File: src/rtl/calc_engine_bcd_pkg.sv
// Shared key codes, state/op encodings and constant helpers for the BCD keypad calculator.
package calc_pkg;

  localparam logic [3:0] KEY_PLUS  = 4'd10;
  localparam logic [3:0] KEY_MINUS = 4'd11;
  localparam logic [3:0] KEY_EQ    = 4'd12;
  localparam logic [3:0] KEY_CLEAR = 4'd13;
  localparam logic [3:0] KEY_BREAK = 4'd14;
  localparam logic [3:0] KEY_MUL   = 4'd15;

  localparam logic [3:0] DASH = 4'hA;

  typedef enum logic [2:0] {
    ST_ENTRY_A = 3'd0,
    ST_ENTRY_B = 3'd1,
    ST_CALC    = 3'd2,
    ST_CONVERT = 3'd3,
    ST_SHOW    = 3'd4,
    ST_ERROR   = 3'd5
  } state_e;

  typedef enum logic [1:0] {
    OP_NONE = 2'd0,
    OP_ADD  = 2'd1,
    OP_SUB  = 2'd2,
    OP_MUL  = 2'd3
  } op_e;

  function automatic int pow10(input int n);
    int r;
    r = 1;
    for (int i = 0; i < n; i++) r = r * 10;
    return r;
  endfunction

  // Smallest width w with 2**w >= n.
  function automatic int clog2(input int n);
    int w;
    w = 0;
    while ((1 << w) < n) w++;
    return w;
  endfunction

endpackage

File: src/rtl/calc_engine_bcd_bin2bcd.sv
// Sequential double-dabble: loads a magnitude on start_i, shifts one bit per cycle for OPW cycles.
module bin2bcd_seq import calc_pkg::*; #(
  parameter int DIGITS = 4,
  parameter int OPW    = 14
) (
  input  logic                  clk_i,
  input  logic                  rst_i,
  input  logic                  start_i,
  input  logic [OPW-1:0]        bin_i,
  output logic [4*DIGITS-1:0]   bcd_o,
  output logic                  done_o
);

  logic [OPW-1:0]      bin_q;
  logic [4*DIGITS-1:0] bcd_q;
  logic [4*DIGITS-1:0] adj;
  logic [4:0]          cnt_q;
  logic                active_q;

  // bcd_o is the post-step value, so in the done_o cycle it already holds the final digits.
  always_comb begin
    adj = bcd_q;
    for (int i = 0; i < DIGITS; i++) begin
      if (bcd_q[4*i +: 4] >= 4'd5) adj[4*i +: 4] = bcd_q[4*i +: 4] + 4'd3;
    end
    bcd_o  = {adj[4*DIGITS-2:0], bin_q[OPW-1]};
    done_o = active_q && (cnt_q == 5'(OPW-1));
  end

  always_ff @(posedge clk_i or posedge rst_i) begin
    if (rst_i) begin
      bin_q    <= '0;
      bcd_q    <= '0;
      cnt_q    <= '0;
      active_q <= 1'b0;
    end else if (start_i) begin
      bin_q    <= bin_i;
      bcd_q    <= '0;
      cnt_q    <= '0;
      active_q <= 1'b1;
    end else if (active_q) begin
      bin_q <= bin_q << 1;
      bcd_q <= bcd_o;
      cnt_q <= cnt_q + 5'd1;
      if (done_o) active_q <= 1'b0;
    end
  end

endmodule

File: src/rtl/calc_engine_bcd.sv
// Keypad calculator core: N-digit signed add/sub/mul with left-to-right chaining and BCD display output.
module calc_engine_bcd import calc_pkg::*; #(
  parameter int DIGITS = 4
) (
  input  logic                clk_i,
  input  logic                rst_i,
  input  logic                key_valid_i,
  input  logic [3:0]          key_code_i,
  output logic [4*DIGITS-1:0] digits_o,
  output logic                neg_o,
  output logic                ovf_o,
  output logic                busy_o,
  output logic                result_valid_o
);

  localparam int OPW  = clog2(pow10(DIGITS));
  localparam int MAXV = pow10(DIGITS) - 1;
  localparam int RW   = 2*OPW + 2;
  localparam int DW   = 4*DIGITS;

  state_e              state_q, state_d;
  op_e                 op_q, op_d, nextOp_q, nextOp_d, keyOp;
  logic                showAfter_q, showAfter_d;
  logic signed [OPW:0] a_q, a_d;
  logic [OPW-1:0]      b_q, b_d;
  logic [3:0]          digCnt_q, digCnt_d;
  logic [DW-1:0]       digits_q, digits_d;
  logic                neg_q, neg_d, ovf_q, ovf_d, rv_q, rv_d, brk_q, brk_d;
  logic                negPend_q, negPend_d;
  logic [4:0]          calcCnt_q, calcCnt_d;
  logic [2*OPW-1:0]    mulAcc_q, mulAcc_d, mulCand_q, mulCand_d, mulProd;
  logic [OPW-1:0]      mulPlier_q, mulPlier_d;
  logic                mulNeg_q, mulNeg_d;

  logic                busy, isDigit, isOp, mulLast, calcDone, overflow, convStart, convDone, startCalc;
  logic [OPW:0]        aAbs;
  logic [OPW-1:0]      entryVal;
  logic signed [RW-1:0] aExt, bExt, prodExt, calcRes;
  logic [RW-1:0]       resAbs;
  logic [DW-1:0]       convBcd;

  bin2bcd_seq #(.DIGITS(DIGITS), .OPW(OPW)) u_bin2bcd (
    .clk_i   (clk_i),
    .rst_i   (rst_i),
    .start_i (convStart),
    .bin_i   (resAbs[OPW-1:0]),
    .bcd_o   (convBcd),
    .done_o  (convDone)
  );

  // Arithmetic datapath: the result is sized so no product or difference of two operands truncates.
  always_comb begin
    busy     = (state_q == ST_CALC) || (state_q == ST_CONVERT);
    isDigit  = key_code_i <= 4'd9;
    isOp     = (key_code_i == KEY_PLUS) || (key_code_i == KEY_MINUS) || (key_code_i == KEY_MUL);
    keyOp    = (key_code_i == KEY_MUL) ? OP_MUL : (key_code_i == KEY_MINUS) ? OP_SUB : OP_ADD;
    aAbs     = a_q[OPW] ? (OPW+1)'(-a_q) : a_q;
    entryVal = ((state_q == ST_ENTRY_A) ? a_q[OPW-1:0] : b_q) * OPW'(10) + OPW'(key_code_i);
    aExt     = {{(RW-OPW-1){a_q[OPW]}}, a_q};
    bExt     = {{(RW-OPW){1'b0}}, b_q};
    mulLast  = calcCnt_q == 5'(OPW-1);
    mulProd  = mulAcc_q + (mulPlier_q[0] ? mulCand_q : '0);
    prodExt  = {2'b00, mulProd};
    case (op_q)
      OP_ADD:  calcRes = aExt + bExt;
      OP_SUB:  calcRes = aExt - bExt;
      OP_MUL:  calcRes = mulNeg_q ? -prodExt : prodExt;
      default: calcRes = aExt;
    endcase
    resAbs    = calcRes[RW-1] ? RW'(-calcRes) : calcRes;
    overflow  = resAbs > RW'(MAXV);
    calcDone  = (state_q == ST_CALC) && ((op_q != OP_MUL) || mulLast);
    convStart = calcDone && !overflow;
  end

  // Next-state logic: CALC/CONVERT progress first, then key handling, with clear overriding everything.
  always_comb begin
    state_d     = state_q;
    op_d        = op_q;
    nextOp_d    = nextOp_q;
    showAfter_d = showAfter_q;
    a_d         = a_q;
    b_d         = b_q;
    digCnt_d    = digCnt_q;
    digits_d    = digits_q;
    neg_d       = neg_q;
    ovf_d       = ovf_q;
    rv_d        = 1'b0;
    brk_d       = brk_q;
    negPend_d   = negPend_q;
    calcCnt_d   = calcCnt_q;
    mulAcc_d    = mulAcc_q;
    mulCand_d   = mulCand_q;
    mulPlier_d  = mulPlier_q;
    mulNeg_d    = mulNeg_q;
    startCalc   = 1'b0;

    case (state_q)
      ST_CALC: begin
        if (calcDone) begin
          if (overflow) begin
            state_d  = ST_ERROR;
            ovf_d    = 1'b1;
            neg_d    = 1'b0;
            digits_d = {DIGITS{DASH}};
          end else begin
            state_d   = ST_CONVERT;
            a_d       = calcRes[OPW:0];
            negPend_d = calcRes[RW-1];
          end
        end else begin
          mulAcc_d   = mulProd;
          mulCand_d  = mulCand_q << 1;
          mulPlier_d = mulPlier_q >> 1;
          calcCnt_d  = calcCnt_q + 5'd1;
        end
      end
      ST_CONVERT: begin
        if (convDone) begin
          digits_d = convBcd;
          neg_d    = negPend_q;
          rv_d     = 1'b1;
          if (showAfter_q) begin
            state_d = ST_SHOW;
          end else begin
            state_d  = ST_ENTRY_B;
            op_d     = nextOp_q;
            b_d      = '0;
            digCnt_d = '0;
          end
        end
      end
      default: ;
    endcase

    if (key_valid_i) begin
      if (brk_q) begin
        brk_d = 1'b0;
      end else if (key_code_i == KEY_CLEAR) begin
        state_d  = ST_ENTRY_A;
        op_d     = OP_NONE;
        a_d      = '0;
        b_d      = '0;
        digCnt_d = '0;
        digits_d = '0;
        neg_d    = 1'b0;
        ovf_d    = 1'b0;
        rv_d     = 1'b0;
      end else if (!busy && (state_q != ST_ERROR)) begin
        if (key_code_i == KEY_BREAK) begin
          brk_d = 1'b1;
        end else if (isDigit) begin
          if (state_q == ST_SHOW) begin
            state_d  = ST_ENTRY_A;
            op_d     = OP_NONE;
            a_d      = (OPW+1)'(key_code_i);
            digits_d = DW'(key_code_i);
            neg_d    = 1'b0;
            digCnt_d = 4'd1;
          end else if (digCnt_q < 4'(DIGITS)) begin
            digCnt_d = digCnt_q + 4'd1;
            digits_d = (digCnt_q == 4'd0) ? DW'(key_code_i) : ((digits_q << 4) | DW'(key_code_i));
            neg_d    = (digCnt_q == 4'd0) ? 1'b0 : neg_q;
            if (state_q == ST_ENTRY_A) a_d = {1'b0, entryVal};
            else                       b_d = entryVal;
          end
        end else if (isOp) begin
          if (state_q == ST_ENTRY_B) begin
            nextOp_d    = keyOp;
            showAfter_d = 1'b0;
            startCalc   = 1'b1;
          end else begin
            state_d  = ST_ENTRY_B;
            op_d     = keyOp;
            b_d      = '0;
            digCnt_d = '0;
            if (state_q == ST_ENTRY_A) begin
              digits_d = '0;
              neg_d    = 1'b0;
            end
          end
        end else if ((key_code_i == KEY_EQ) && (state_q == ST_ENTRY_B)) begin
          showAfter_d = 1'b1;
          startCalc   = 1'b1;
        end
      end
    end

    // Multiply works on magnitudes; the sign is reapplied at the end of CALC.
    if (startCalc) begin
      state_d    = ST_CALC;
      calcCnt_d  = '0;
      mulAcc_d   = '0;
      mulCand_d  = {{OPW{1'b0}}, aAbs[OPW-1:0]};
      mulPlier_d = b_q;
      mulNeg_d   = a_q[OPW];
    end
  end

  always_ff @(posedge clk_i or posedge rst_i) begin
    if (rst_i) begin
      state_q     <= ST_ENTRY_A;
      op_q        <= OP_NONE;
      nextOp_q    <= OP_NONE;
      showAfter_q <= 1'b0;
      a_q         <= '0;
      b_q         <= '0;
      digCnt_q    <= '0;
      digits_q    <= '0;
      neg_q       <= 1'b0;
      ovf_q       <= 1'b0;
      rv_q        <= 1'b0;
      brk_q       <= 1'b0;
      negPend_q   <= 1'b0;
      calcCnt_q   <= '0;
      mulAcc_q    <= '0;
      mulCand_q   <= '0;
      mulPlier_q  <= '0;
      mulNeg_q    <= 1'b0;
    end else begin
      state_q     <= state_d;
      op_q        <= op_d;
      nextOp_q    <= nextOp_d;
      showAfter_q <= showAfter_d;
      a_q         <= a_d;
      b_q         <= b_d;
      digCnt_q    <= digCnt_d;
      digits_q    <= digits_d;
      neg_q       <= neg_d;
      ovf_q       <= ovf_d;
      rv_q        <= rv_d;
      brk_q       <= brk_d;
      negPend_q   <= negPend_d;
      calcCnt_q   <= calcCnt_d;
      mulAcc_q    <= mulAcc_d;
      mulCand_q   <= mulCand_d;
      mulPlier_q  <= mulPlier_d;
      mulNeg_q    <= mulNeg_d;
    end
  end

  assign digits_o       = digits_q;
  assign neg_o          = neg_q;
  assign ovf_o          = ovf_q;
  assign busy_o         = busy;
  assign result_valid_o = rv_q;

endmodule

File: config.mk
export PLATFORM = sky130hd
export DESIGN_NAME = calc_engine_bcd
export DESIGN_NICKNAME = d
export VERILOG_FILES = /design/src/rtl/calc_engine_bcd_pkg.sv /design/src/rtl/calc_engine_bcd_bin2bcd.sv /design/src/rtl/calc_engine_bcd.sv
export SDC_FILE = /design/constraint.sdc
export NUM_CORES = 1
export LEC_CHECK = 0
export ABC_CLOCK_PERIOD_IN_PS = 18000
export BUFFER_PORTS_ARGS = -buffer_cell sky130_fd_sc_hd__buf_2
export CAP_MARGIN = 10
export CORE_MARGIN = 4
export CORE_UTILIZATION = 40
export CTS_BUF_LIST = sky130_fd_sc_hd__clkbuf_4
export CTS_CLUSTER_DIAMETER = 60
export DETAILED_ROUTE_END_ITERATION = 8
export PLACE_DENSITY = 0.57
export SKIP_CTS_REPAIR_TIMING = 1
export SLEW_MARGIN = 20
export SYNTH_ARGS = -nofsm -noshare
export SYNTH_HDL_FRONTEND = slang
export SYNTH_SLANG_ARGS = --single-unit
File: constraint.sdc
create_clock -name clk_i -period 18 [get_ports clk_i]
set_input_delay 0.9 -clock clk_i [delete_from_list [all_inputs] [get_ports clk_i]]
set_output_delay 0.9 -clock clk_i [all_outputs]
set_load 0.03 [all_outputs]
==> Yosys cells after proc, flatten, opt, wreduce, memory -nomap -nowiden <==
Index checks and enable logic that the tools add are counted.
{ "word_totals": {"regBits": 174, "inputBits": 7, "output_inout_bits": 20, "wordCells": 248} }
{ "classes": {"add_sub_neg": 14, "mul": 1, "n_lt_le_gt_ge": 7, "eq_ne": 20, "mux": 158, "bitwise_logic": 6, "reduce_logical": 20} }
{ "ops": {"columns": ["cell", "n"], "rows": [
  ["$mux 14", 21],
  ["$mux 16", 17],
  ["$mux 28", 7],
  ["$mux 15", 12],
  ["$pmux 30 s3", 1],
  ["$mux 4", 16],
  ["$mux 30", 2],
  ["$mux 1", 45],
  ["$mux 3", 15],
  ["$pmux 16 s2", 1],
  ["$gt 30x14->1 const B", 1],
  ["$neg 28->30", 1],
  ["$neg 30->30", 1],
  ["$add 28x28->28", 1],
  ["$mux 2", 14],
  ["$mux 5", 5],
  ["$eq 4x4->1 const B", 6],
  ["$add 15x15->16", 1],
  ["$ge 4x3->1 const B", 4],
  ["$or 16x4->16", 1],
  ["$reduce_and 8->1", 2],
  ["$sub 15x15->16", 1],
  ["$add 14x4->14", 1],
  ["$mul 14x3->13 const B", 1],
  ["28 further kinds", 49]
]} }

==> Logic depth before layout (Yosys ltp) <==
Gate-level depths: netlist of the first run.
{ "depth": {"ltp_word": 20, "depth_mapped": 26, "mapped_depth_nobuf": 22} }

==> By module <==
From an unflattened synthesis of the first run, not the netlist that was laid out.
{ "hier_totals": {"hier_cells": 2028, "area_unflattened_um2": 16070.4} }
{ "by_module_without_submodules": {"columns": ["mod", "instances", "cells_each", "area_per_inst_um2", "seq_area_each_um2"], "rows": [
  ["calc_engine_bcd", 1, 1782, 13828.3, 3453.3],
  ["bin2bcd_seq", 1, 246, 2242.2, 900.9]
]} }

==> Least setup slack after synthesis of the first run <==
Ideal clock, no wire load.
{ "synth_path": {"path_type": "register to register", "start": "register mulPlier_q[0]", "end": "register u_bin2bcd.bcd_q[13]", "setup_time_ns": 0.119, "arrival_time_ns": 6.034, "required_ns": 17.881, "slack_ns": 11.847, "stages_incl_launch_ff": 26, "n_path_buf": 6, "period_less_slack_ns": 6.153, "path_cell_list": "dfrtp_1 > clkbuf_1 > clkbuf_1 > nand2_1 > fa_1 > ha_1 > nand2_1 > o21ai_0 > mux4_2 > inv_1 > ha_1 > or4b_1 > or2_4 > or3_1 > buf_2 > or4_4 > nor4b_4 > nor3b_2 > a211oi_1 > a2111o_1 > or3_1 > buf_2 > nor2_2 > buf_4 > buf_4 > nor2_1"} }
{ "synth_between": {"elab_chain_cells": 11, "word_cells_on_any_way": 12, "classes_between": "3 x add/sub; 1 x order compare; 5 x mux; 3 x reduce/logical"} }
{ "synth_lines": {"columns": ["item", "line_no", "rtl"], "rows": [
  ["start: declaration", "calc_engine_bcd.sv:32", "logic [OPW-1:0] mulPlier_q, mulPlier_d;"],
  ["start signal: assignment", "calc_engine_bcd.sv:237", "mulPlier_q <= mulPlier_d;"],
  ["$mux 28 *", "calc_engine_bcd.sv:62", "mulProd = mulAcc_q + (mulPlier_q[0] ? mulCand_q : '0);"],
  ["$add 28x28->28 *", "calc_engine_bcd.sv:62", null],
  ["$neg 28->30", "calc_engine_bcd.sv:67", "OP_MUL: calcRes = mulNeg_q ? -prodExt : prodExt;"],
  ["$mux 30 *", "calc_engine_bcd.sv:67", null],
  ["$pmux 30 s3 *", "calc_engine_bcd.sv:64", "case (op_q)"],
  ["$neg 30->30", "calc_engine_bcd.sv:70", "resAbs = calcRes[RW-1] ? RW'(-calcRes) : calcRes;"],
  ["$mux 30 *", "calc_engine_bcd.sv:70", null],
  ["$gt 30x14->1 *", "calc_engine_bcd.sv:71", "overflow = resAbs > RW'(MAXV);"],
  ["$logic_not 1->1 *", "calc_engine_bcd.sv:73", "convStart = calcDone && !overflow;"],
  ["$logic_and 1x1->1 *", "calc_engine_bcd.sv:73", null],
  ["$mux 16 or $reduce_bool 2->1 (tied branches)", null, null],
  ["end signal: assignment", "calc_engine_bcd_bin2bcd.sv:43", "bcd_q <= bcd_o;"],
  ["end: declaration", "calc_engine_bcd_bin2bcd.sv:15", "logic [4*DIGITS-1:0] bcd_q;"]
]} }
Every way passes the cells marked *; elsewhere a longest branch is shown, timed or not.
A chain may end at the register's enable or synchronous reset.

==> Worst setup path after layout of the first run <==
{ "layout_path": {"start": "register mulPlier_q[0]", "end": "register digits_q[11], in the netlist digits_o[11]"} }
{ "layout_between": {"elab_chain_cells": 20, "word_cells_on_any_way": 22, "classes_between": "3 x add/sub; 1 x order compare; 18 x mux"} }
{ "layout_lines": {"columns": ["item", "line_no", "rtl"], "rows": [
  ["$mux 28 *", "calc_engine_bcd.sv:62", null],
  ["$add 28x28->28 *", "calc_engine_bcd.sv:62", null],
  ["$neg 28->30", "calc_engine_bcd.sv:67", null],
  ["$mux 30 *", "calc_engine_bcd.sv:67", null],
  ["$pmux 30 s3 *", "calc_engine_bcd.sv:64", null],
  ["$neg 30->30", "calc_engine_bcd.sv:70", null],
  ["$mux 30 *", "calc_engine_bcd.sv:70", null],
  ["$gt 30x14->1 *", "calc_engine_bcd.sv:71", null],
  ["[5 not listed]", null, null],
  ["$mux 16", "calc_engine_bcd.sv:167", "end else if (isOp) begin"],
  ["$mux 16", "calc_engine_bcd.sv:152", "end else if (isDigit) begin"],
  ["$mux 16", "calc_engine_bcd.sv:150", "if (key_code_i == KEY_BREAK) begin"],
  ["$mux 16", "calc_engine_bcd.sv:149", "end else if (!busy && (state_q != ST_ERROR)) begin"],
  ["$mux 16", "calc_engine_bcd.sv:139", "end else if (key_code_i == KEY_CLEAR) begin"],
  ["$mux 16", "calc_engine_bcd.sv:137", "if (brk_q) begin"],
  ["$mux 16 *", "calc_engine_bcd.sv:136", "if (key_valid_i) begin"],
  ["via digits_d[11]", "calc_engine_bcd.sv:27", "logic [DW-1:0] digits_q, digits_d;"],
  ["end signal: assignment", "calc_engine_bcd.sv:228", "digits_q <= digits_d;"],
  ["end: declaration", "calc_engine_bcd.sv:27", null]
]} }
Mark *: on every way through the listed nets, which the timed path passes. The rest lies on a longest branch.

==> impl_metrics.csv, run 1 <==
group,metric,value,unit
logic_synthesis,yosys-top-cells-area,"dfrtp_1, ha_1, nand2_1",
drt,drc,0,
sta,drv_slew,0,
floorplanning,rows,71,
logic_synthesis,synth_top_area_share,28.0,%
floorplanning,fp.dieW,205,um
critical_path,reg2reg_to,"digits_o[11]$_DFF_PP0_",
logic_synthesis,synth_commonest_cells,"nand2_1, dfrtp_1, nor2_1, o21ai_0, a21oi_1",
sta,worst_slew_pin_slew,1.06,ns
flow_run,maxCapViolCount,0,
floorplanning,die_h,205,um
drt,drt_iter0_drc,1259,
floorplanning,io_pins,27,
clock_tree,cts_tree,"built",
drt,num_vias,14800,
final_layout,drive_gt1_share,6.75,%
drt,met1Wirelength,23600,um
grt,antenna_found_initial,1,
clock_tree,cts-root-buf,"clkbuf_4",
final_layout,nets,2004,
logic_synthesis,synth_cells,1956,
drt,wl_met2,23300,um
clock_tree,ctsLongestPathBuffers,2,
final_layout,area_delta_synth_final,4.87,%
grt,grt_use_total,24.1,%
logic_synthesis,synth.avg_cell_area,7.94,um2
critical_path,worst-endpoint-required,18.59,ns
sta,finalCritPeriodShare,43.8,%
pwr,pwr_density_cell,200,nW/um2
critical_path,crit_path_end_kind,"flop",
grt,grt_max_degree,110,
drt,top_layer,"met4",
critical_path,startpoint_type,"flop",
logic_synthesis,syn-cell-area,15500,um2
floorplanning,initial_utilization,40.8,%
clock_tree,cts_buffers,17,
drt,final_antenna_net_count,0,
placement,port_buffers,26,
drt,viasPerCell,6.11,
critical_path,endpoint,"digits_o[11]$_DFF_PP0_",
logic_synthesis,synth_top_flop_cell,"dfrtp_1",
critical_path,crit_type,"flop to flop",
logic_synthesis,synth-seq-area-share,28.0,%
clock_tree,clk_pin_slew_worst_paths,0.17,ns
grt,grt_pass1_vias,14200,
logic_synthesis,synth_nets,2062,
logic_synthesis,ys_warn_count,0,
grt,grt_overflow_total,0,
floorplanning,placeableCoreArea,38000,um2
critical_path,ff2ff_setup_slack,10.12,ns
critical_path,cp_max_fo,29,
drt,dr.pass1.iters,9,
drt,post_drt_wl_per_cell,20.9,um
clock_tree,h-tree-depth,4,
clock_tree,cts.sinks,174,
logic_synthesis,yosys.cell_types.count,94,
grt,grt_pass1_wl,81100,um
drt,wirelength,50800,um
sta,fmax,127,MHz
clock_tree,clk-insertion-delay-late,0.70,ns
sta,hold_viol,0,
critical_path,reg2reg_from,"mulPlier_q[0]$_DFFE_PP0P_",
sta,final.min_clock_period,7.88,ns
pwr,leakagePower,6.80,nW
logic_synthesis,yosys.area.top_type,"dfrtp_1",
drt,met3_length,3110,um
hold_path,hold_path_class,"primary input to async pin",
logic_synthesis,synth-seq-cells,174,
sta,slew_headroom,29.3,%
logic_synthesis,synth_most_common_cell,"nand2_1",
final_layout,fin_util,42.8,%
sta,fin_skew,0.0466,ns
sta,setup_viol,0,
sta,fin_setup_tns,0,ns
outcome,status,"finished clean",
placement,place_hpwl,36500,um
placement,place.gp.congestion,0.902,
critical_path,reg2reg_depth,20,
critical_path,crit_arrival,8.47,ns
logic_synthesis,async_flop_share,100,%
floorplanning,die_area,42000,um2
pwr,ir_worst_vdd,0.000102,V
critical_path,startpoint,"mulPlier_q[0]$_DFFE_PP0P_",
logic_synthesis,synth_edf_count,0,
sta,rsz0062_at_grt,"no",
power by group:
part / leakage, nW / internal [W] / total (W) / switching [W]
Clock: 0.148 / 0.0000728 / 0.000244 / 0.000171
Combinational: 4.39 / 0.000834 / 0.00226 / 0.00142
Sequential: 2.26 / 0.000543 / 0.000748 / 0.000205
Total: 6.80 / 0.00145 / 0.00325 / 0.00180
cells by family (layout without fill, tap and decap cells):
logic type / after synthesis / in the layout / share of synthesized area, %
XOR/XNOR: 113 / 113 / 6.59
buffers and inverters: 208 / 163 / 5.14
AO/OA/AOI/OAI: 615 / 615 / 26.8
adder cells (fa/ha/maj): 99 / 99 / 8.22
multiplexers: 55 / 55 / 3.80
other: 0 / 1 / 0
flip-flops: 174 / 174 / 28.0
AND/OR/NAND/NOR: 692 / 692 / 21.5
final cells by class:
| cell class | instances | area (um2) |
|---|---|---|
| clock inverters | 15 | 150 |
| clock buffers | 17 | 128 |
| flip-flops and latches | 174 | 4360 |
| repair buffers | 42 | 250 |
| well taps | 511 | 639 |
| fillers | 3958 | 21700 |
| inverters | 89 | 342 |
| multi-input cells | 1574 | 10400 |
| diodes | 1 | 2.50 |
per-stage QoR:
| step | total power [W] | hold WS (ns) | std cells | instance area (um2) | worst slack (ns) |
|---|---|---|---|---|---|
| final | 0.00325 | 0.325 | 2423 | 16300 | 10.12 |
| after global routing | 0.00352 | 0.333 | 2423 | 16300 | 9.23 |
| after CTS | 0.00322 | 0.338 | 2422 | 16300 | 10.09 |
| after detailed placement | 0.00296 | 0.463 | 2390 | 16000 | 10.08 |
| after global placement | 0.00294 | 0.459 | 2390 | 16000 | 10.30 |
| after floorplan | 0.00236 | 0.446 | 1956 | 15500 | 11.85 |
cell usage in the layout (no fill, tap or decap), types with 27 or more instances in the layout:
master and instances:
xor2_1 45, ha_1 94, dfrtp_1 173, a21oi_1 127, nor3_1 52, nand3_1 74, o21ai_0 148, mux2i_1 50
nand2_1 218, a22oi_1 27, nor2_1 156, and2_1 32, inv_1 87, xnor2_1 65, a211oi_1 29
how the worst min path moves through the flow:
stage | to | slack (ns) | cells after the start
after floorplan | mulPlier_q[11]$_DFFE_PP0P_ | 0.45 | 2
after global placement | mulPlier_q[10]$_DFFE_PP0P_ | 0.46 | 2
after detailed placement | mulPlier_q[7]$_DFFE_PP0P_ | 0.46 | 2
after CTS | mulPlier_q[11]$_DFFE_PP0P_ | 0.34 | 2
after global routing | b_q[5]$_DFF_PP0_ | 0.33 | 2
final | mulPlier_q[6]$_DFFE_PP0P_ | 0.32 | 2
flip-flops by register name, summed over array words and instances, names as in the netlist, 4 cells and up:
signal / cells
a_q: 15
u_bin2bcd.bin_q: 14
u_bin2bcd.cnt_q: 5
mulPlier_q: 14
digCnt_q: 4
u_bin2bcd.bcd_q: 16
calcCnt_q: 5
mulAcc_q: 28
b_q: 14
digits_o: 16
mulCand_q: 28
critical path, cell delays in order (launching register included):
cell,delay [ns]
dfrtp_1,0.89
and2_1,0.23
ha_1,0.17
inv_1,0.06
fa_1,0.42
nand2b_1,0.21
a21oi_2,0.19
xor2_2,0.14
or4_1,0.61
o41ai_1,0.40
xor2_1,0.12
a21boi_0,0.71
nand3_1,0.34
nor4b_1,0.76
nand2_1,0.32
or2_2,0.38
o2111a_1,0.24
nand4_1,0.11
or3_1,0.58
nand2_1,0.52
a221oi_1,0.42
layer usage:
layer | vias up | track usage [%]
li1 | 7045 | -
met1 | 7192 | 34.6
met2 | 506 | 38.2
met3 | 57 | 4.42
met4 | 0 | 5.17
met5 | - | 0
Note: power is estimated with default switching activity, not from simulation.
==> inputs of run 2 (changes only) <==
--- a/config.mk
+++ b/config.mk
@@ -5,7 +5,8 @@
 export SDC_FILE = /design/constraint.sdc
 export NUM_CORES = 1
 export LEC_CHECK = 0
-export ABC_CLOCK_PERIOD_IN_PS = 18000
+export ABC_AREA = 1
+export ABC_CLOCK_PERIOD_IN_PS = 7700
 export BUFFER_PORTS_ARGS = -buffer_cell sky130_fd_sc_hd__buf_2
 export CAP_MARGIN = 10
 export CORE_MARGIN = 4
==> constraint.sdc (replaced) <==
create_clock -name clk_i -period 7.7 [get_ports clk_i]
set_input_delay 0.385 -clock clk_i [delete_from_list [all_inputs] [get_ports clk_i]]
set_output_delay 0.385 -clock clk_i [all_outputs]
set_load 0.03 [all_outputs]
==> run 2 against run 1 <==
Compared with the run above:
- global-route usage is 0.15 points higher
- cell area is 5.8% higher
- core utilization up 0.16 points
- critical endpoint is now u_bin2bcd.bin_q[12]$_DFFE_PP0P_
- critical path type unchanged
- register-to-register slack worse by 8.6 ns
- setup slack got worse by 8.6 ns
- area after synthesis grew 5.4%
==> impl_metrics.csv, run 2 <==
group,metric,value,unit
critical_path,max_stage_delay,0.82,ns
logic_synthesis,synth-seq-area-share,26.6,%
hold_path,holdPathStages,3,
placement,place_hpwl,41300,um
clock_tree,h-tree-depth,4,
logic_synthesis,yosys.cell_types.count,54,
placement,dp_slack,1.57,ns
grt,antenna_found_initial,1,
logic_synthesis,synth_edf_count,0,
sta,fin_skew,0.0357,ns
logic_synthesis,synth_commonest_cells,"nand2_1, inv_1, nor2_1, nand3_1, dfrtp_1",
placement,place.gp.congestion,0.914,
floorplanning,placeableCoreArea,40100,um2
sta,worst_slew_pin_slew,1.03,ns
final_layout,nets,2725,
critical_path,path_buf_inv,8,
sta,final.min_clock_period,6.16,ns
final_layout,drive_gt1_share,5.89,%
sta,drv_slew,0,
logic_synthesis,yosys.area.top_type,"dfrtp_1",
clock_tree,cts_buffers,17,
logic_synthesis,ys_warn_count,0,
critical_path,worst-endpoint-required,8.27,ns
logic_synthesis,synth-seq-cells,174,
drt,post_drt_wl_per_cell,17.1,um
floorplanning,die_h,210,um
floorplanning,die_area,44200,um2
logic_synthesis,synth_fa_ha_area_share,7.79,%
sta,hold_viol,0,
grt,grt_overflow_total,0,
logic_synthesis,muxShareOfSynthArea,0.0611,%
drt,viasPerCell,5.39,
logic_synthesis,synth_nets,2736,
clock_tree,clk_pin_slew_worst_paths,0.17,ns
final_layout,fin_util,43.0,%
sta,layout_setup_ws,1.54,ns
sta,setup_viol,0,
logic_synthesis,syn-cell-area,16400,um2
floorplanning,initial_utilization,40.8,%
logic_synthesis,async_flop_share,100,%
drt,dr.pass1.iters,5,
outcome,status,"finished clean",
hold_path,hold_path_class,"primary input to flop",
clock_tree,cts-root-buf,"clkbuf_4",
logic_synthesis,synth_top_area_share,26.6,%
floorplanning,io_pins,27,
logic_synthesis,synth_compound_area_share,15.9,%
critical_path,reg2reg_depth,38,
drt,drt_iter0_drc,1456,
logic_synthesis,synthSimpleGateAreaFrac,35.2,%
clock_tree,clk-insertion-delay-late,0.70,ns
sta,fmax,162,MHz
drt,final_antenna_net_count,0,
placement,dp_cells,3123,
drt,wirelength,53900,um
final_layout,layout_commonest_cell,"nand2_1",
drt,num_vias,17000,
floorplanning,rows,73,
sta,fin_setup_tns,0,ns
critical_path,crit_family,"simple AND/OR/NAND/NOR gates",
grt,grt_pass1_wl,87000,um
critical_path,cp_max_fo,47,
critical_path,startpoint_type,"flop",
logic_synthesis,yosys.area_share.xor_xnor,2.51,%
sta,slew_headroom,31.5,%
floorplanning,fp.dieW,210,um
clock_tree,cts_tree,"built",
critical_path,path_common_cell,"nand2_1",
clock_tree,ctsLongestPathBuffers,2,
final_layout,instances_no_fill,3158,
critical_path,slowest_stage,"a21oi_4",
critical_path,cp.depth,38,
critical_path,crit_path_end_kind,"flop",
final_layout,layout_common_cells,"nand2_1, inv_1, nor2_1, nand3_1, dfrtp_1",
drt,drc,0,
logic_synthesis,synth_cells,2630,
flow_run,maxCapViolCount,0,
clock_tree,cts.sinks,174,
grt,grt_max_degree,108,
critical_path,crit_type,"flop to flop",
sta,rsz0062_at_grt,"no",
grt,grt_pass1_vias,16200,
grt,grt_use_total,24.3,%
placement,port_buffers,26,
logic_synthesis,yosys-top-cells-area,"dfrtp_1, nand2_1, inv_1",
logic_synthesis,synth_top_flop_cell,"dfrtp_1",
final_layout,reg_top3,"mulAcc_q (28), mulCand_q (28)",
logic_synthesis,synth.avg_cell_area,6.23,um2
sta,finalCritPeriodShare,80.0,%
logic_synthesis,synth_top_family_by_area,"simple AND/OR/NAND/NOR gates",
final_layout,area_delta_synth_final,5.27,%
logic_synthesis,synth_most_common_cell,"nand2_1",
critical_path,crit_arrival,6.72,ns
-- run 2: final timing paths --
path / end / slack (ns) / startpoint
max: u_bin2bcd.bin_q[12]$_DFFE_PP0P_ / 1.54 / mulPlier_q[0]$_DFFE_PP0P_
min: op_q[1]$_DFF_PP0_ / 0.06 / key_code_i[0]
max reg2reg: u_bin2bcd.bin_q[12]$_DFFE_PP0P_ / 1.54 / mulPlier_q[0]$_DFFE_PP0P_
min reg2reg: mulCand_q[27]$_DFFE_PP0P_ / 0.51 / mulCand_q[27]$_DFFE_PP0P_
max in group asynchronous: mulCand_q[25]$_DFFE_PP0P_ / 5.85 / rst_i
min in group asynchronous: mulPlier_q[5]$_DFFE_PP0P_ / 0.33 / rst_i
-- run 2: final cells by class --
cell class	count	area (um2)
repair buffers	42	255
well taps	525	657
clock buffers	17	128
fillers	4290	22900
flip-flops and latches	174	4350
multi-input cells	1952	10100
diodes	1	2.50
inverters	432	1630
clock inverters	15	131
-- run 2: through the flow --
step           hold WS (ns)  instance area (um2)
5_1_grt              0.0480                17200
3_3_place_gp          0.465                17000
3_5_place_dp          0.467                17000
2_1_floorplan         0.443                16400
6_report             0.0611                17200
4_1_cts              -0.178                17200
-- run 2: kinds of logic (layout without fill, tap and decap cells) --
kind of cell	after synthesis	after routing
AND/OR/NAND/NOR	1369	1369
buffers and inverters	504	506
AO/OA/AOI/OAI	436	436
flip-flops	174	174
adder cells (fa/ha/maj)	99	99
XOR/XNOR	47	47
multiplexers	1	1
other	0	1
-- run 2: worst min-delay path: stages --
cell and delay, ns:
buf_2 0.12, nand2_1 0.12, o32ai_1 0.10
-- run 2: routing by layer --
| layer | vias up | global-route usage (%) | share of wire [%] |
|---|---|---|---|
| met2 | 518 | 38.7 | 45 |
| met1 | 7960 | 34.3 | 47 |
| met3 | 85 | 3.54 | 5.1 |
| li1 | 8460 | - | - |
| met5 | - | 0 | 0 |
| met4 | 0 | 7.27 | 2.6 |
Power of run 2 is left out: the tool's default activity adds up to more than one toggle a clock period on the data nets, which glitch-free logic cannot reach.
==> inputs of run 3 (changes only) <==
--- a/config.mk
+++ b/config.mk
@@ -6,7 +6,7 @@
 export NUM_CORES = 1
 export LEC_CHECK = 0
 export ABC_AREA = 1
-export ABC_CLOCK_PERIOD_IN_PS = 7700
+export ABC_CLOCK_PERIOD_IN_PS = 5400
 export BUFFER_PORTS_ARGS = -buffer_cell sky130_fd_sc_hd__buf_2
 export CAP_MARGIN = 10
 export CORE_MARGIN = 4
@@ -14,7 +14,7 @@
 export CTS_BUF_LIST = sky130_fd_sc_hd__clkbuf_4
 export CTS_CLUSTER_DIAMETER = 60
 export DETAILED_ROUTE_END_ITERATION = 8
-export PLACE_DENSITY = 0.57
+export PLACE_DENSITY = 0.59
 export SKIP_CTS_REPAIR_TIMING = 1
 export SLEW_MARGIN = 20
 export SYNTH_ARGS = -nofsm -noshare
==> constraint.sdc (replaced) <==
create_clock -name clk_i -period 5.4 [get_ports clk_i]
set_input_delay 0.27 -clock clk_i [delete_from_list [all_inputs] [get_ports clk_i]]
set_output_delay 0.27 -clock clk_i [all_outputs]
set_load 0.03 [all_outputs]
==> run 3 against run 2 <==
Compared with the run above:
- the flow now finishes with violations (negative hold slack)
- core utilization increased by 0.58 points
- setup slack got worse by 1.1 ns
- count of clock-buffer cells in the layout is 1 higher
- non-clock buffer count increased by 26
- cell area is 1.4% higher
- flip-flop and latch count unchanged
- die area did not move
- clock skew is 0.0056 ns higher
- sequential share of layout area fell by 0.34 points
- via count up 0.43%
- critical path depth is 1 lower
- hold slack worse by 0.066 ns
- critical path type unchanged
- largest cell class unchanged
==> impl_metrics.csv, run 3 (synthesis results as in run 2) <==
group,metric,value,unit
grt,grt_overflow_total,0,
final_layout,drive_gt1_share,7.15,%
drt,num_vias,17100,
final_layout,reg_top3,"mulAcc_q (28), mulCand_q (28)",
sta,worst_slew_pin_slew,0.919,ns
drt,post_drt_wl_per_cell,16.8,um
drt,dr.pass1.iters,8,
floorplanning,fp.dieW,210,um
final_layout,finalInstanceArea,17500,um2
grt,grt_pass1_vias,16600,
outcome,violations,"negative hold slack",
final_layout,layout_commonest_cell,"nand2_1",
final_layout,nFillCells,4321,
hold_path,hold_path_end,"nextOp_q[1]$_DFFE_PP0P_",
critical_path,crit_path_end_kind,"flop",
floorplanning,placeableCoreArea,40100,um2
sta,fin_setup_tns,0,ns
floorplanning,die_h,210,um
sta,whs,-0.00524,ns
sta,hold_viol,2,
drt,drt_iter0_drc,1530,
clock_tree,cts_tree,"built",
sta,rsz0062_at_grt,"no",
clock_tree,h-tree-depth,4,
hold_path,holdPathStages,3,
critical_path,cp_max_fo,29,
clock_tree,ctsLongestPathBuffers,2,
hold_path,holdCritStartpoint,"key_code_i[0]",
placement,port_buffers,26,
drt,final_antenna_net_count,0,
placement,placed_area,17100,um2
drt,viasPerCell,5.37,
critical_path,slowest_stage,"fa_1",
sta,drv_slew,0,
placement,place.gp.congestion,0.918,
clock_tree,cts.sinks,174,
critical_path,reg2reg_to,"a_q[4]$_DFF_PP0_",
clock_tree,clk-insertion-delay-late,0.66,ns
critical_path,crit_type,"flop to flop",
critical_path,reg2reg_depth,37,
floorplanning,initial_utilization,40.8,%
clock_tree,clk_pin_slew_worst_paths,0.15,ns
critical_path,worst-endpoint-required,5.96,ns
clock_tree,cts-root-buf,"clkbuf_4",
critical_path,reg2reg_from,"mulPlier_q[0]$_DFFE_PP0P_",
sta,slew_headroom,38.7,%
sta,fmax,202,MHz
drt,wl_met2,24200,um
hold_path,hold_path_class,"primary input to flop",
floorplanning,die_area,44200,um2
grt,grt_max_degree,124,
placement,place_hpwl,41500,um
drt,wirelength,53600,um
sta,setup_viol,0,
floorplanning,rows,73,
critical_path,path_common_cell,"nand2_1",
critical_path,startpoint_type,"flop",
flow_run,maxCapViolCount,0,
drt,top_layer,"met4",
outcome,status,"finished with violations",
critical_path,ff2ff_setup_slack,0.45,ns
clock_tree,cts_buffers,17,
sta,final.min_clock_period,4.95,ns
sta,finalCritPeriodShare,91.7,%
grt,grt_pass1_wl,87300,um
drt,met1Wirelength,25200,um
drt,met3_length,2790,um
grt,grt_use_total,24.2,%
floorplanning,io_pins,27,
critical_path,max_stage_delay,0.42,ns
sta,fin_skew,0.0413,ns
critical_path,crit_arrival,5.51,ns
final_layout,layout_common_cells,"nand2_1, inv_1, nor2_1, nand3_1, dfrtp_1",
drt,drc,0,
final_layout,nets,2752,
final_layout,area_delta_synth_final,6.69,%
grt,antenna_found_initial,1,
[run 3: cell type report]
| type | count | area (um2) | area share, % |
|---|---|---|---|
| Multi-Input combinational cell | 1953 | 10100 | 57.9 |
| Sequential cell | 174 | 4350 | 24.9 |
| Inverter | 432 | 1630 | 9.33 |
| Tap cell | 525 | 657 | 3.76 |
| Timing Repair Buffer | 68 | 465 | 2.66 |
| Clock buffer | 18 | 135 | 0.774 |
| Clock inverter | 14 | 109 | 0.623 |
| Antenna cell | 1 | 2.50 | 0.0143 |
[run 3: routing by layer]
layer | vias to the layer above | track usage, %
met5 | - | 0
met4 | 0 | 7.29
met3 | 97 | 2.37
met2 | 523 | 39.2
met1 | 7960 | 34.4
li1 | 8517 | -
[run 3: stage by stage]
stage / hold slack (ns) / util [%] / setup WS, ns / instances
6_report: -0.00524 / 43.6 / 0.448 / 3185
5_1_grt: 0.00464 / 43.6 / 0.00723 / 3185
4_1_cts: -0.235 / 43.3 / 0.209 / 3178
3_5_place_dp: 0.468 / 42.7 / 0.218 / 3146
3_3_place_gp: 0.467 / 42.7 / 0.349 / 3146
2_1_floorplan: 0.377 / - / 0.413 / 2630
[run 3: how the worst max path moves through the flow]
stage                              startpoint  slack (ns)                     end  depth (start not counted)
finish              mulPlier_q[0]$_DFFE_PP0P_        0.45        a_q[4]$_DFF_PP0_                         37
global route        mulPlier_q[0]$_DFFE_PP0P_       0.007  digits_o[15]$_DFF_PP0_                         37
CTS                 mulPlier_q[0]$_DFFE_PP0P_        0.21        a_q[4]$_DFF_PP0_                         30
detailed placement  mulPlier_q[0]$_DFFE_PP0P_        0.22        a_q[4]$_DFF_PP0_                         30
global placement    mulPlier_q[0]$_DFFE_PP0P_        0.35        a_q[4]$_DFF_PP0_                         30
floorplan                               rst_i        0.41        a_q[0]$_DFF_PP0_                          1
[run 3: critical path: cells and delay by family, from the launching register on]
family                     cells  cell delay (ns)
buffers and inverters          7             0.78
DFF                            1             0.40
and+or+nand+nor               24             2.54
adders and majority gates      2             0.63
AOI/OAI and AO/OA              4             0.54
Power of run 3 is left out for the same reason.
